`config.mk`:
```
export PLATFORM = sky130hd
export DESIGN_NAME = pc_branch_unit
export DESIGN_NICKNAME = d
export VERILOG_FILES = /design/src/rtl/pc_branch_unit.sv
export SDC_FILE = /design/constraint.sdc
export NUM_CORES = 1
export LEC_CHECK = 0
export BUFFER_PORTS_ARGS = -buffer_cell sky130_fd_sc_hd__buf_2
export CORE_MARGIN = 2
export CORE_UTILIZATION = 53
export CTS_BUF_LIST = sky130_fd_sc_hd__clkbuf_8
export DETAILED_ROUTE_END_ITERATION = 8
export GPL_ROUTABILITY_DRIVEN = 0
export PLACE_DENSITY_LB_ADDON = 0.12
export SYNTH_ARGS = -nofsm -noshare
export SYNTH_HDL_FRONTEND = slang
export SYNTH_SLANG_ARGS = --single-unit
export TNS_END_PERCENT = 1
```
`constraint.sdc`:
```
create_clock -name clk -period 2.7 [get_ports clk]
set_clock_uncertainty 0.15 [all_clocks]
set_input_delay 0.27 -clock clk [delete_from_list [all_inputs] [get_ports clk]]
set_output_delay 0.27 -clock clk [all_outputs]
set_load 0.005 [all_outputs]
```
`src/rtl/pc_branch_unit.sv`:
```
// Program counter and branch-redirect unit: owns the fetch PC, raises IF/ID squashes on
// taken branches and jumps, handles HLT/resume, and keeps saturating branch statistics.
module pc_branch_unit #(
  parameter int unsigned ADDR_W       = 10,
  parameter logic [ADDR_W-1:0] RESET_VECTOR = '0,
  parameter int unsigned CNT_W        = 16
) (
  input  logic              clk,
  input  logic              rst,
  input  logic              stall,
  input  logic              branch_valid,
  input  logic              taken,
  input  logic [ADDR_W-1:0] branch_target,
  input  logic              jump,
  input  logic [ADDR_W-1:0] jump_target,
  input  logic              halt,
  input  logic              resume,
  input  logic              clear_stats,
  output logic [ADDR_W-1:0] pc,
  output logic [ADDR_W-1:0] pc_plus1,
  output logic              flush_if,
  output logic              flush_id,
  output logic              halted,
  output logic [CNT_W-1:0]  branch_count,
  output logic [CNT_W-1:0]  taken_count
);

  typedef enum logic [0:0] {StRun, StHalt} state_e;

  state_e            state_q, state_d;
  logic [ADDR_W-1:0] pc_q, pc_d;
  logic [CNT_W-1:0]  branch_cnt_q, branch_cnt_d;
  logic [CNT_W-1:0]  taken_cnt_q, taken_cnt_d;

  logic              running;
  logic              active;
  logic              redirect;
  logic [ADDR_W-1:0] redirect_target;

  assign running         = (state_q == StRun);
  assign active          = running & ~stall;
  assign redirect        = active & (jump | (branch_valid & taken));
  assign redirect_target = jump ? jump_target : branch_target;
  assign pc_plus1        = pc_q + ADDR_W'(1);

  always_comb begin
    state_d = state_q;
    pc_d    = pc_q;
    unique case (state_q)
      StRun: begin
        // A halt alongside a redirect is a wrong-path HLT and is dropped.
        if (stall) begin
          pc_d = pc_q;
        end else if (redirect) begin
          pc_d = redirect_target;
        end else if (halt) begin
          state_d = StHalt;
        end else begin
          pc_d = pc_plus1;
        end
      end
      StHalt: begin
        if (resume) begin
          state_d = StRun;
          pc_d    = pc_plus1;
        end
      end
      default: state_d = StRun;
    endcase
  end

  always_comb begin
    branch_cnt_d = branch_cnt_q;
    taken_cnt_d  = taken_cnt_q;
    if (clear_stats) begin
      branch_cnt_d = '0;
      taken_cnt_d  = '0;
    end else if (active && branch_valid) begin
      if (branch_cnt_q != '1) begin
        branch_cnt_d = branch_cnt_q + CNT_W'(1);
      end
      if (taken && (taken_cnt_q != '1)) begin
        taken_cnt_d = taken_cnt_q + CNT_W'(1);
      end
    end
  end

  always_ff @(posedge clk or posedge rst) begin
    if (rst) begin
      state_q      <= StRun;
      pc_q         <= RESET_VECTOR;
      branch_cnt_q <= '0;
      taken_cnt_q  <= '0;
    end else begin
      state_q      <= state_d;
      pc_q         <= pc_d;
      branch_cnt_q <= branch_cnt_d;
      taken_cnt_q  <= taken_cnt_d;
    end
  end

  assign pc           = pc_q;
  assign flush_if     = redirect;
  assign flush_id     = redirect;
  assign halted       = (state_q == StHalt);
  assign branch_count = branch_cnt_q;
  assign taken_count  = taken_cnt_q;

endmodule

```
==> results.env <==
STATUS='complete, no violations'
P_LEAK_nW=1.488
TIGHTESTPINTRANSITION_NS=1.065
SYNTHMOSTINSTANTIATEDCELL='sky130_fd_sc_hd__dfrtp_1'
SYNTH_TOP_CELL_AREA_SHARE_PCT=38.88
CTS_MAX_PATH_BUFFERS=2
NETLIST_AREA_MM2=0.002768
DIEHEIGHT_UM=76.27
PLACEABLE_CORE_AREA_MM2=0.005075
VIAS_PER_CELL=5.998
CLOCKROOTBUFFER='sky130_fd_sc_hd__clkbuf_8'
ROUTE.VIAS.TOTAL=2717
FINAL.SETUP.TNS_NS=0
DRTANTENNAVIOLNETS=0
ANTENNA_FOUND_INITIAL=0
DOMINANT_SYNTHESIZED_FLOP_CELL='sky130_fd_sc_hd__dfrtp_1'
NUMCLOCKSINKS=43
CRIT_TYPE='flip-flop to primary output'
LAYOUT_WORST_PATH_CYCLE_SHARE_PCT=91.02
FINAL_CORE_UTIL_PCT=65.88
FP.DIEAREA_MM2=0.005816
CTS_TREE='done'
CTS_H_TREE_LVLS=2
GRT_MAX_DEGREE=44
CP-START-KIND='flip-flop'
FILLERS=461
DIE_X_UM=76.27
FIRST_GLOBAL_VIAS=2574
SYNTH.AREA.TOP_CELLS='sky130_fd_sc_hd__dfrtp_1 39%, sky130_fd_sc_hd__mux2_2 6.1%, sky130_fd_sc_hd__a21oi_1 4.3%, sky130_fd_sc_hd__or4_1 4.3%, sky130_fd_sc_hd__o31ai_1 3.8%'
DETAIL_ROUTE.WL_PER_CELL_UM=15.13
GRT_PASS1_WL_MM=11.79
SLEW_HEADROOM_PCT=28.37
SYNTH_AREA_LEADER_CELL='sky130_fd_sc_hd__dfrtp_1'
WORSTPATHMAXFANOUT=11
WORSTPATHREQUIRED_NS=2.28
FMAX_GHz=0.4069
YS_SEQ_AREA_SHARE_PCT=38.88
MULTI_INPUT_COMBINATIONAL_CELL_AREA_MM2=0.001575
NETLIST-CELL-TYPE-COUNT=55
FINAL_STAGE_NET_COUNT=414
LAYOUT_MIN_CYCLE_TIME_NS=2.458
SYNTH_ENABLE_FLOP_CELLS=0
SYNTHTOLAYOUTAREAGROWTH_PCT=20.80
NUM_ANTENNA_CELLS=0
CTS_BUFFERS=5
CLOCK_LATENCY_NS=0.30
CAP_VIOL_MAX_COUNT=0
WORST_HOLD_PATH_TYPE='input pin to flip-flop'
ROUTE.DETAILED.DRC=0
SEQUENTIAL_CELL_AREA_MM2=0.001076
DRT_FIRST_PASS_ITERS=5
SYNTH.TOP_CELLS.BY_COUNT='43 x sky130_fd_sc_hd__dfrtp_1, 24 x sky130_fd_sc_hd__a21oi_1, 16 x sky130_fd_sc_hd__nand2_1, 16 x sky130_fd_sc_hd__or4_1'
FINALWIRELENGTH_MM=6.852
STARTING_DENSITY_OF_THE_CORE_PCT=54.54
SYN_INST=299
FINALSETUPVIOLCOUNT=0
DETAIL_ROUTE.ITER0.VIOLATIONS=150
POST_SYNTH.CELL_AREA_AVG_UM2=9.256
GRT_SETUP_UNREPAIRED='no'
WORST_VDD_IR_V=0.0004403
CTS_RESIZED=0
NUM_ROWS=26
REPORT.FINAL.HOLD_VIOL_COUNT=0
POWER-PER-CELL-AREA_mW_PER_MM2=530.3
SYNTHESIZED_NET_COUNT=331
FINAL_MAX_SLEW_VIOL_COUNT=0
SYNTH-SEQ-CELLS=43
LAYOUT-DRIVE-GT1-SHARE_PCT=32.11
DETAILED_PLACEMENT_WIRELENGTH_ESTIMATE_MM=4.938
CTS.REPORTEDPATHS.CLKPINSLEW_NS=0.09
GLOBALROUTEOVERFLOWTOTAL=0
IO_BUFFER_COUNT=83
IOPINCOUNT=84
GRT_USE_TOTAL_PCT=24.01
YOSYS_WARNINGS=0
TIMING.CRITICAL_PATH.ARRIVAL_NS=2.04
END_KIND='primary output'
SYNTH-ASYNC-RESET-RATIO_PCT=100.0
==> flip-flops by register name, indices dropped and copies added, names as in the netlist <==
| register | count |
|---|---|
| halted | 1 |
| pc | 10 |
| branch_count | 16 |
| taken_count | 16 |
==> stage by stage <==
step / cells / hold WS, ns / power, mW / cell area, um^2 / worst slack [ns]
detailed placement: 444 / 0.2915 / 1.374 / 3248 / 0.4088
finish: 453 / 0.02188 / 1.773 / 3343 / 0.2424
floorplan: 299 / 0.2188 / 1.125 / 2768 / 0.7033
global route: 453 / 0.02891 / 1.878 / 3343 / 0.03055
global placement: 444 / 0.2914 / 1.365 / 3248 / 0.4865
CTS: 453 / 0.02097 / 1.777 / 3343 / 0.2605
==> final cells by class <==
type	instances	share of cell area [%]
clock buffer	5	2.058
clock inverter	3	0.4865
sequential	43	32.19
timing repair buffer	90	14.07
tap	70	2.620
multi-input combinational	229	47.12
inverter	13	1.460
==> logic make-up after synthesis <==
group	after synthesis	share of synthesized area (%)
simple gates	115	24.82
buf+inv	27	4.204
fa+ha+maj	3	1.356
mux	25	9.765
flops	43	38.88
xor+xnor	8	2.532
compound gates	78	18.45
==> path summary, 6_finish.rpt <==
kind                               endpoint  cells past startpoint  slack (ns)        startpoint
min                                  halted                      2        0.02            resume
max reg2reg                           pc[1]                      4        0.35            halted
min reg2reg                branch_count[14]                      2        0.42  branch_count[14]
max in group asynchronous             pc[0]                      4        1.53               rst
max                                flush_id                      4        0.24            halted
min in group asynchronous  branch_count[12]                      4        0.50               rst
==> timing repair <==
| item | 4_1_cts | 5_1_grt |
|---|---|---|
| endpoints found under the hold margin | 43 | 0 |
| buffers inserted | 0 | 0 |
| hold buffers | 1 | 0 |
==> cell usage in the layout (no fill, tap or decap), types with 2 or more instances in the layout <==
cell type                   instances
sky130_fd_sc_hd__buf_4              6
sky130_fd_sc_hd__buf_2             83
sky130_fd_sc_hd__o21ai_0           14
sky130_fd_sc_hd__clkbuf_8           5
sky130_fd_sc_hd__ha_1               3
sky130_fd_sc_hd__inv_1             13
sky130_fd_sc_hd__nand3_1           15
sky130_fd_sc_hd__o221a_2            2
sky130_fd_sc_hd__nor4_1             8
sky130_fd_sc_hd__a2bb2oi_1          3
sky130_fd_sc_hd__nand4_1           11
sky130_fd_sc_hd__nand2_1           16
sky130_fd_sc_hd__a211o_1            2
sky130_fd_sc_hd__or3_1              5
sky130_fd_sc_hd__or2_2              3
sky130_fd_sc_hd__a31o_2             2
sky130_fd_sc_hd__dfrtp_1           43
sky130_fd_sc_hd__nor2b_1           11
sky130_fd_sc_hd__o22ai_1            5
sky130_fd_sc_hd__mux2i_1            9
sky130_fd_sc_hd__a21oi_1           24
sky130_fd_sc_hd__mux2_2            15
sky130_fd_sc_hd__and3_1             4
sky130_fd_sc_hd__nor3_1             2
sky130_fd_sc_hd__xnor2_1            7
sky130_fd_sc_hd__nor2_1            13
sky130_fd_sc_hd__o31ai_1           14
sky130_fd_sc_hd__or4_1             16
sky130_fd_sc_hd__or2_0              2
==> power breakdown <==
part / leakage, nW / internal (mW) / switching, mW
sequential: 0.572 / 0.715 / 0.119
combinational: 0.870 / 0.277 / 0.254
clock: 0.0453 / 0.177 / 0.231
total: 1.49 / 1.17 / 0.604
==> worst max-delay path: stages, from the launching register on <==
cell                       delay [ns]
sky130_fd_sc_hd__dfrtp_1         0.42
sky130_fd_sc_hd__or2_0           0.40
sky130_fd_sc_hd__or2_1           0.37
sky130_fd_sc_hd__clkinv_1        0.32
sky130_fd_sc_hd__buf_2           0.22
==> routing by layer <==
metal / global-route usage (%) / vias to the layer above / wire length (um)
li1: - / 1311 / -
met5: 0 / - / 0
met3: 4.028 / 6 / 351
met1: 31.93 / 1312 / 3056
met2: 41.24 / 88 / 3391
met4: 5.273 / 0 / 53
(Power assumes the default switching activity.)
